## config.mk

```make
export PLATFORM = sky130hd
export DESIGN_NAME = team_06_wb_manager
export DESIGN_NICKNAME = d
export VERILOG_FILES = /design/src/rtl/team_06_wb_pkg.sv /design/src/rtl/team_06_wb_req_fifo.sv /design/src/rtl/team_06_wb_manager.sv
export SDC_FILE = /design/constraint.sdc
export NUM_CORES = 1
export LEC_CHECK = 0
export BUFFER_PORTS_ARGS = -buffer_cell sky130_fd_sc_hd__buf_2
export CAP_MARGIN = 20
export CORE_MARGIN = 2
export CORE_UTILIZATION = 39
export DETAILED_ROUTE_END_ITERATION = 6
export HOLD_SLACK_MARGIN = 0.08
export PLACE_DENSITY_LB_ADDON = 0.05
export SLEW_MARGIN = 20
export SYNTH_ARGS = -nofsm -noshare
export SYNTH_HDL_FRONTEND = slang
export SYNTH_SLANG_ARGS = --single-unit
```

## constraint.sdc

```tcl
create_clock -name clk -period 3.2 [get_ports clk]
set_clock_uncertainty 0.05 [all_clocks]
set_input_delay 0.64 -clock clk [delete_from_list [all_inputs] [get_ports clk]]
set_output_delay 0.64 -clock clk [all_outputs]
set_load 0.02 [all_outputs]
```

## src/rtl/team_06_wb_pkg.sv

```systemverilog
`default_nettype none
// ============================================================================
// Module      : team_06_wb_pkg
// Description : Shared types and default constants for the Team 06 Wishbone
//               manager: request record, FSM state encoding, default sizes.
// Ports       : none (package)
// Revision    : 1.0 - initial release
// ============================================================================
package team_06_wb_pkg;

   localparam int WB_ADDR_W_DEF  = 32;
   localparam int WB_DATA_W_DEF  = 32;
   localparam int WB_QDEPTH_DEF  = 2;
   localparam int WB_TIMEOUT_DEF = 255;

   // Request record at the default bus widths; the manager builds an
   // equivalent record at its own parameterised widths.
   typedef struct packed {
      logic                          we;
      logic [WB_ADDR_W_DEF-1:0]      addr;
      logic [WB_DATA_W_DEF-1:0]      data;
      logic [WB_DATA_W_DEF/8-1:0]    sel;
   } wb_req_t;

   typedef enum logic [0:0] {
      IDLE   = 1'b0,
      ACTIVE = 1'b1
   } wb_mgr_state_t;

endpackage
`default_nettype wire

```

## src/rtl/team_06_wb_req_fifo.sv

```systemverilog
`default_nettype none
// ============================================================================
// Module      : team_06_wb_req_fifo
// Description : Synchronous request FIFO with first-word-fall-through read
//               port. DEPTH must be a power of two and at least 2.
// Ports       : clk, nrst        - clock, asynchronous active-low reset
//               push_i, push_data_i - write strobe/data (ignored when full)
//               pop_i            - remove head entry (ignored when empty)
//               pop_data_o       - current head entry
//               full_o, empty_o  - occupancy flags from the registered count
// Revision    : 1.0 - initial release
// ============================================================================
module team_06_wb_req_fifo
   import team_06_wb_pkg::*;
#(
   parameter int  DEPTH = WB_QDEPTH_DEF,
   parameter type T     = wb_req_t
) (
   input  logic clk,
   input  logic nrst,
   input  logic push_i,
   input  T     push_data_i,
   input  logic pop_i,
   output T     pop_data_o,
   output logic full_o,
   output logic empty_o
);

   localparam int PTR_W = $clog2(DEPTH);
   localparam int CNT_W = PTR_W + 1;

   T                 mem_q [DEPTH];
   T                 mem_d [DEPTH];
   logic [PTR_W-1:0] wr_ptr_q, wr_ptr_d;
   logic [PTR_W-1:0] rd_ptr_q, rd_ptr_d;
   logic [CNT_W-1:0] count_q, count_d;
   logic             do_push;
   logic             do_pop;

   assign full_o     = (count_q == CNT_W'(DEPTH));
   assign empty_o    = (count_q == '0);
   assign pop_data_o = mem_q[rd_ptr_q];

   assign do_push = push_i & ~full_o;
   assign do_pop  = pop_i & ~empty_o;

   always_comb begin
      mem_d    = mem_q;
      wr_ptr_d = wr_ptr_q;
      rd_ptr_d = rd_ptr_q;
      count_d  = count_q;
      if (do_push) begin
         mem_d[wr_ptr_q] = push_data_i;
         // Pointers wrap naturally because DEPTH is a power of two.
         wr_ptr_d        = wr_ptr_q + PTR_W'(1);
      end
      if (do_pop) begin
         rd_ptr_d = rd_ptr_q + PTR_W'(1);
      end
      case ({do_push, do_pop})
         2'b10:   count_d = count_q + CNT_W'(1);
         2'b01:   count_d = count_q - CNT_W'(1);
         default: count_d = count_q;
      endcase
   end

   always_ff @(posedge clk or negedge nrst) begin
      if (!nrst) begin
         for (int i = 0; i < DEPTH; i++) begin
            mem_q[i] <= '0;
         end
         wr_ptr_q <= '0;
         rd_ptr_q <= '0;
         count_q  <= '0;
      end else begin
         for (int i = 0; i < DEPTH; i++) begin
            mem_q[i] <= mem_d[i];
         end
         wr_ptr_q <= wr_ptr_d;
         rd_ptr_q <= rd_ptr_d;
         count_q  <= count_d;
      end
   end

endmodule
`default_nettype wire

```

## src/rtl/team_06_wb_manager.sv

```systemverilog
`default_nettype none
// ============================================================================
// Module      : team_06_wb_manager
// Description : Wishbone B4 classic-cycle initiator. Queues single-word
//               read/write requests and runs one bus cycle at a time, with a
//               watchdog that aborts cycles that are never acknowledged.
// Ports       : clk, nrst                 - clock, async active-low reset
//               req_write_i/req_read_i    - request strobes (write wins)
//               req_addr_i/wdata_i/sel_i  - request payload
//               req_ready_o               - queue not full
//               rd_data_o/rd_valid_o      - last read data and update pulse
//               busy_o                    - work queued or cycle in progress
//               timeout_o                 - pulse when a cycle is aborted
//               ADR_O..CYC_O, DAT_I, ACK_I - Wishbone initiator interface
// Revision    : 1.0 - initial release
// ============================================================================
module team_06_wb_manager
   import team_06_wb_pkg::*;
#(
   parameter int ADDR_W  = WB_ADDR_W_DEF,
   parameter int DATA_W  = WB_DATA_W_DEF,
   parameter int QDEPTH  = WB_QDEPTH_DEF,
   parameter int TIMEOUT = WB_TIMEOUT_DEF
) (
   input  logic                clk,
   input  logic                nrst,
   input  logic                req_write_i,
   input  logic                req_read_i,
   input  logic [ADDR_W-1:0]   req_addr_i,
   input  logic [DATA_W-1:0]   req_wdata_i,
   input  logic [DATA_W/8-1:0] req_sel_i,
   output logic                req_ready_o,
   output logic [DATA_W-1:0]   rd_data_o,
   output logic                rd_valid_o,
   output logic                busy_o,
   output logic                timeout_o,
   output logic [ADDR_W-1:0]   ADR_O,
   output logic [DATA_W-1:0]   DAT_O,
   output logic [DATA_W/8-1:0] SEL_O,
   output logic                WE_O,
   output logic                STB_O,
   output logic                CYC_O,
   input  logic [DATA_W-1:0]   DAT_I,
   input  logic                ACK_I
);

   localparam int SEL_W = DATA_W / 8;
   localparam int WD_W  = $clog2(TIMEOUT + 1);

   typedef struct packed {
      logic              we;
      logic [ADDR_W-1:0] addr;
      logic [DATA_W-1:0] data;
      logic [SEL_W-1:0]  sel;
   } req_t;

   req_t          push_req;
   req_t          head_req;
   logic          push;
   logic          pop;
   logic          fifo_full;
   logic          fifo_empty;

   wb_mgr_state_t state_q,    state_d;
   logic [WD_W-1:0] wdog_q,   wdog_d;
   logic [ADDR_W-1:0] adr_q,  adr_d;
   logic [DATA_W-1:0] dat_q,  dat_d;
   logic [SEL_W-1:0]  sel_q,  sel_d;
   logic          we_q,       we_d;
   logic          cyc_q,      cyc_d;
   logic [DATA_W-1:0] rd_data_q, rd_data_d;
   logic          rd_valid_q, rd_valid_d;
   logic          timeout_q,  timeout_d;

   // A simultaneous read+write strobe is recorded as a write.
   assign push     = (req_write_i | req_read_i) & req_ready_o;
   assign push_req = '{we: req_write_i, addr: req_addr_i,
                       data: req_wdata_i, sel: req_sel_i};

   team_06_wb_req_fifo #(
      .DEPTH (QDEPTH),
      .T     (req_t)
   ) u_req_fifo (
      .clk         (clk),
      .nrst        (nrst),
      .push_i      (push),
      .push_data_i (push_req),
      .pop_i       (pop),
      .pop_data_o  (head_req),
      .full_o      (fifo_full),
      .empty_o     (fifo_empty)
   );

   always_comb begin
      state_d    = state_q;
      wdog_d     = wdog_q;
      adr_d      = adr_q;
      dat_d      = dat_q;
      sel_d      = sel_q;
      we_d       = we_q;
      cyc_d      = cyc_q;
      rd_data_d  = rd_data_q;
      rd_valid_d = 1'b0;
      timeout_d  = 1'b0;
      pop        = 1'b0;
      case (state_q)
         IDLE: begin
            // ACK_I is not looked at here, so a stray ACK outside a cycle
            // has no effect.
            if (!fifo_empty) begin
               pop     = 1'b1;
               adr_d   = head_req.addr;
               dat_d   = head_req.data;
               sel_d   = head_req.sel;
               we_d    = head_req.we;
               cyc_d   = 1'b1;
               wdog_d  = '0;
               state_d = ACTIVE;
            end
         end
         ACTIVE: begin
            // ACK takes priority over an expiring watchdog.
            if (ACK_I) begin
               cyc_d   = 1'b0;
               state_d = IDLE;
               if (!we_q) begin
                  rd_data_d  = DAT_I;
                  rd_valid_d = 1'b1;
               end
            end else if (wdog_q == WD_W'(TIMEOUT - 1)) begin
               cyc_d     = 1'b0;
               timeout_d = 1'b1;
               state_d   = IDLE;
            end else begin
               wdog_d = wdog_q + WD_W'(1);
            end
         end
         default: state_d = IDLE;
      endcase
   end

   always_ff @(posedge clk or negedge nrst) begin
      if (!nrst) begin
         state_q    <= IDLE;
         wdog_q     <= '0;
         adr_q      <= '0;
         dat_q      <= '0;
         sel_q      <= '0;
         we_q       <= 1'b0;
         cyc_q      <= 1'b0;
         rd_data_q  <= '0;
         rd_valid_q <= 1'b0;
         timeout_q  <= 1'b0;
      end else begin
         state_q    <= state_d;
         wdog_q     <= wdog_d;
         adr_q      <= adr_d;
         dat_q      <= dat_d;
         sel_q      <= sel_d;
         we_q       <= we_d;
         cyc_q      <= cyc_d;
         rd_data_q  <= rd_data_d;
         rd_valid_q <= rd_valid_d;
         timeout_q  <= timeout_d;
      end
   end

   assign req_ready_o = ~fifo_full;
   assign busy_o      = ~fifo_empty | (state_q == ACTIVE);
   assign rd_data_o   = rd_data_q;
   assign rd_valid_o  = rd_valid_q;
   assign timeout_o   = timeout_q;
   assign ADR_O       = adr_q;
   assign DAT_O       = dat_q;
   assign SEL_O       = sel_q;
   assign WE_O        = we_q;
   // Classic single-word cycles: strobe and cycle always move together.
   assign CYC_O       = cyc_q;
   assign STB_O       = cyc_q;

endmodule
`default_nettype wire

```

=== Word-level counts from Yosys, hierarchy flattened ===
Cells that the tools add are included.

* Register bits after elaboration: 255
* Input port bits: 105
* Logic and storage cells: 81

* $add $sub $neg: 5
* Order comparisons: 3
* Equality and inequality tests: 8
* Multiplexer cells: 26
* Bitwise operators: 11
* Reduce and logical (&&, ||, !) cells: 7

{| class="wikitable"
|+ Operators with widths
! kind !! number
|-
| two-way mux 69 bit || 4
|-
| bitwise mux 138 bit || 1
|-
| demux 69 bit (select 1 bit) || 1
|-
| two-way mux 8 bit || 3
|-
| case mux 8 bit (2 select lines) || 1
|-
| two-way mux 1 bit || 13
|-
| adder 8 x 1 -> 8 bit, second input constant || 1
|-
| == test 8 bit, second input constant || 1
|-
| != test 2 bit, second input constant || 3
|-
| AND reduction 3 bit || 2
|-
| == test 2 bit, second input constant || 2
|-
| greater-or-equal comparator 2 bit, second input constant || 2
|-
| inverter 1 bit || 4
|-
| inverter 1 -> 2 bit || 2
|-
| case mux 1 bit (2 select lines) || 2
|-
| case mux 2 bit (2 select lines) || 1
|-
| AND reduction 2 bit || 2
|-
| bitwise AND 1 bit || 3
|-
| != test 3 x 2 -> 1 bit, second input constant || 1
|-
| adder 1 bit, second input constant || 2
|-
| adder 2 x 1 -> 2 bit, second input constant || 1
|-
| == test 2 x 1 -> 1 bit, second input constant || 1
|-
| zero test 2 bit || 1
|-
| less-than comparator 2 x 1 -> 1 bit, second input constant || 1
|-
| other kinds (4) || 5
|}

=== Logic depth before layout (Yosys ltp) ===
* Depth in word-level cells: 6
* Gate-level depth with buffers: 8
* Gate-level depth less buffers: 6

=== Hierarchy ===
From an unflattened synthesis, not the netlist that was laid out.

* Cells, all modules: 876
* Area, all modules: 10528.8 um^2

{| class="wikitable"
|+ Modules (own cells, without submodules)
! module !! instances !! cells an instance !! area each (um^2)
|-
| team_06_wb_req_fifo || 1 || 386 || 6117.1
|-
| team_06_wb_manager || 1 || 490 || 4411.7
|}

=== Worst setup path after synthesis ===
OpenSTA, ideal clock, no wires.

* Kind: input to register
* From: input port req_read_i
* To: register u_req_fifo.mem_q[100] in the netlist's numbering
* Setup time: 0.125 ns
* Arrival: 1.528 ns
* Data required time: 3.025 ns
* Path slack: 1.497 ns
* Stages on the path: 5
* Buffers on the path: 3
* Path through: o211a_1 -> buf_6 -> buf_12 -> buf_12 -> mux2_4

* Longest elaborated chain between the ends: 3

{| class="wikitable"
|+ RTL lines
! item !! line !! source
|-
| from (decl) || team_06_wb_manager.sv:28 || <nowiki>input logic req_read_i,</nowiki>
|-
| OR 1 bit || team_06_wb_manager.sv:76 || <nowiki>assign push = (req_write_i | req_read_i) & req_ready_o;</nowiki>
|-
| bitwise AND 1 bit || team_06_wb_manager.sv:76 ||
|-
| bitwise AND 1 bit || team_06_wb_req_fifo.sv:44 || <nowiki>assign do_push = push_i & ~full_o;</nowiki>
|-
| to (signal, indexed assignment) || team_06_wb_req_fifo.sv:77 || <nowiki>mem_q[i] <= mem_d[i];</nowiki>
|-
| to (decl) || team_06_wb_req_fifo.sv:32 || <nowiki>T mem_q [DEPTH];</nowiki>
|}

Every way passes these cells.
A chain may end at the register's enable or synchronous reset.

=== Final worst setup path ===
* From: register u_req_fifo.count_q[0]
* To: output port busy_o

* Longest elaborated chain between the ends: 3

{| class="wikitable"
|+ RTL lines
! item !! line !! source
|-
| from (decl) || team_06_wb_req_fifo.sv:36 || <nowiki>logic [CNT_W-1:0] count_q, count_d;</nowiki>
|-
| from (signal assigned) || team_06_wb_req_fifo.sv:81 || <nowiki>count_q <= count_d;</nowiki>
|-
| zero test 2 bit || team_06_wb_req_fifo.sv:41 || <nowiki>assign empty_o = (count_q == '0);</nowiki>
|-
| inverter 1 bit (no source line) || - ||
|-
| OR 1 bit || team_06_wb_manager.sv:169 || <nowiki>assign busy_o = ~fifo_empty | (state_q == ACTIVE);</nowiki>
|-
| to (decl) || team_06_wb_manager.sv:35 || <nowiki>output logic busy_o,</nowiki>
|}

Every way passes these cells.

==> run_results.csv <==
group,metric,value,unit
outcome,status,"finished clean",
worst_setup_path,required,2.51,ns
timing,fin_crit,2.274,ns
floorplan,core,26060,um^2
worst_setup_path,crit_arrival,1.58,ns
clocking,cts_max_level,1,
synth,synth_top_family_by_area,"multiplexers",
timing,fmax,439.7,MHz
place,hpwl,14520,um
floorplan,dieArea,27910,um^2
synth,synth_nets,847,
synth,netlist.top_cell.by_area,"dfrtp_1",
floorplan,initial_core_util,39.79,%
routing,dr.max_layer_used,"met5",
cells_and_area,drive_above_1_share,46.18,%
synth,synthCells,739,
clocking,clkTransAtPathRegs,0.06,ns
global_route,grt_pass1_vias,7031,
worst_setup_path,r2r_start,"u_req_fifo.count_q[0]",
timing,fin_crit_sh,71.07,%
power_and_ir_drop,switching_share,35.60,%
worst_setup_path,critPathKind,"reg -> out",
cells_and_area,nNetsFinal,1055,
synth,muxShareOfSynthArea,25.99,%
worst_setup_path,start_kind,"flop",
power_and_ir_drop,power_frac_seq,40.0,%
floorplan,die_height,167.1,um
synth,syn_avg_cell_area,14.03,um^2
floorplan,num_rows,59,
cells_and_area,area_growth,22.30,%
routing,vias,6384,
synth,synth_area,10370,um^2
timing,maxSlewHeadroom,49.03,%
routing,wl_per_cell,17.07,um
worst_setup_path,worstPathMaxFanout,5,
clocking,clockBufferDepth,3,
power_and_ir_drop,comb_power_share,38.4,%
power_and_ir_drop,p_leak,6.036,nW
power_and_ir_drop,power_density,1153,nW/um^2
synth,synth_compound_area_share,4.597,%
worst_setup_path,cp-endpoint,"busy_o",
synth,async_reset_ff_share,100.0,%
routing,drt_pass1_iterations,4,
routing,met2_length,10830,um
synth,synth_xor_area_share,0.5068,%
clocking,post-cts-setup-buffer-count,0,
cells_and_area,utilization,48.67,%
global_route,antenna_found_initial,7,
worst_setup_path,startpoint,"u_req_fifo.count_q[0]",
synth,ys_ff_latch,255,
place,port_buffers,211,
timing,final_hold_viol_count,0,
global_route,grt_pass1_wl,36920,um
global_route,gr-total-overflow,0,
hold_path,hold_class,"in -> async",
synth,synth_top_area_share,61.53,%
power_and_ir_drop,p_int,9.418,mW
floorplan,ios,212,
timing,rsz0062_at_grt,"no",
run,cap_violations,0,
power_and_ir_drop,clockPowerShare,21.6,%
routing,drc,0,
synth,ys.flop_type,"dfrtp_1",
global_route,grtUsageTotal,16.13,%
clocking,cts_buffers,29,
floorplan,die_w,167.1,um
timing,worstMarginPinSlew,0.7646,ns
routing,drtIter0Drc,299,
synth,synthTopCellsByArea,"dfrtp_1 (62%), mux2_2 (18%), mux2i_1 (6.9%)",
routing,met3_length,1414,um
routing,routedLengthMet1,9538,um
power_and_ir_drop,peakVddDrop,0.6421,mV
clocking,cts-root-buf,"clkbuf_16",
synth,synth_edf_count,0,
clocking,cts_tree,"done",
worst_setup_path,reg2regPathDepth,4,
clocking,cts_sinks,255,
clocking,cts_resized,0,
timing,fin_setup_tns,0,ns
worst_setup_path,r2r_end,"u_req_fifo.mem_q[88]",
clocking,clk_latency,0.53,ns
synth,synth_simple_gate_area_share,3.873,%
synth,synth_warnings,0,
power_and_ir_drop,switching_power,5.207,mW
place,gp_congestion,0.7199,
synth,synth-seq-area-share,61.53,%
routing,antenna_left,0,
synth,synth-adder-area-share,0.3620,%
worst_setup_path,end_kind,"output pin",
worst_setup_path,ff2ff_setup_slack,1.06,ns
timing,setup_violations,0,
global_route,grt_max_degree,147,
clocking,cts_hold_buf,0,
routing,viasPerCell,4.888,
routing,wl,22300,um
synth,synth_cell_types,34,
timing,drv_slew,0,
-- power by group through the flow --
stage	Sequential (mW)	Combinational, mW	Clock [mW]
after global placement	5.83	5.58	0
after floorplan	6.35	3.61	0
after global routing	6.07	6.18	3.42
final	5.85	5.62	3.16
after detailed placement	5.92	5.75	0
after CTS	5.87	5.75	3.27
-- cell usage after synthesis, drive strengths merged, types with 2 or more instances --
| cell | count |
|---|---|
| o211a | 2 |
| nor2 | 5 |
| ha | 3 |
| nor3 | 3 |
| inv | 6 |
| clkbuf | 10 |
| buf | 36 |
| dfrtp | 255 |
| xnor2 | 5 |
| mux2i | 72 |
| nand3 | 4 |
| o21bai | 3 |
| nand2 | 75 |
| a221o | 2 |
| o21ai | 70 |
| mux2 | 172 |
| and3 | 2 |
| nand2b | 3 |
-- layout make-up --
type | count | area, um^2
Multi-Input combinational cell | 432 | 3682
Clock inverter | 12 | 95.09
Antenna cell | 3 | 7.507
Sequential cell | 255 | 6385
Fill cell | 2356 | 13380
Timing Repair Buffer | 223 | 1244
Clock buffer | 40 | 827.0
Tap cell | 335 | 419.2
Inverter | 6 | 22.52
-- through the flow --
stage               total power [mW]  hold WS (ns)  instance area (um^2)  worst slack (ns)  cells
CTS                            14.90       0.09998                 12670            0.8887   1303
global route                   15.67        0.1177                 12680            0.8013   1304
detailed placement             11.67        0.4162                 11750            0.9115   1251
floorplan                      9.967        0.2944                 10370             1.497    739
global placement               11.41        0.4073                 11750            0.9490   1251
finish                         14.62       0.05478                 12680            0.9257   1306
-- routing by layer --
layer / vias up / global-route usage (%)
li1: 3003 / -
met1: 3178 / 20.77
met2: 157 / 27.00
met3: 38 / 4.254
met4: 8 / 4.423
met5: - / 0
-- cell usage in the layout, fill, tap and decap left out, types with 3 or more instances in the layout --
cell,count
clkbuf_8,6
mux2_2,162
xnor2_1,5
nand3_1,4
clkbuf_16,29
clkinv_2,8
inv_1,6
ha_1,3
nor3_1,3
o21ai_0,70
mux2i_1,72
clkbuf_1,5
mux2_4,10
buf_4,5
diode_2,3
nor2_1,5
dfrtp_1,254
buf_12,7
buf_2,210
nand2_1,75
-- kinds of logic after synthesis --
kind of cell,after synthesis
AO/OA/AOI/OAI,83
AND/OR/NAND/NOR,96
XOR/XNOR,6
buffers and inverters,52
flip-flops,255
adder cells (fa/ha/maj),3
multiplexers,244
-- state kept, by name, summed over array words and instances (netlist names) --
signal               count
rd_valid_o               1
state_q                  1
u_req_fifo.wr_ptr_q      1
wdog_q                   8
WE_O                     1
ADR_O                   32
u_req_fifo.mem_q       138
u_req_fifo.count_q       2
u_req_fifo.rd_ptr_q      1
DAT_O                   32
rd_data_o               32
SEL_O                    4
timeout_o                1
CYC_O                    1
-- critical path, cell delays in order (launching register included) --
cell     delay [ns]
dfrtp_1        0.46
nor3_1         0.29
inv_1          0.11
buf_2          0.18
-- worst min-delay path by stage --
stage                                to       from  cells past startpoint
after floorplan                ADR_O[0]       nrst                      0
after global placement        DAT_O[20]  DAT_O[20]                      2
after detailed placement      ADR_O[13]  ADR_O[13]                      2
after CTS                 rd_data_o[15]       nrst                      1
after global routing      rd_data_o[12]       nrst                      1
final                        rd_valid_o       nrst                      1
Power figures use the tool's default switching activity.
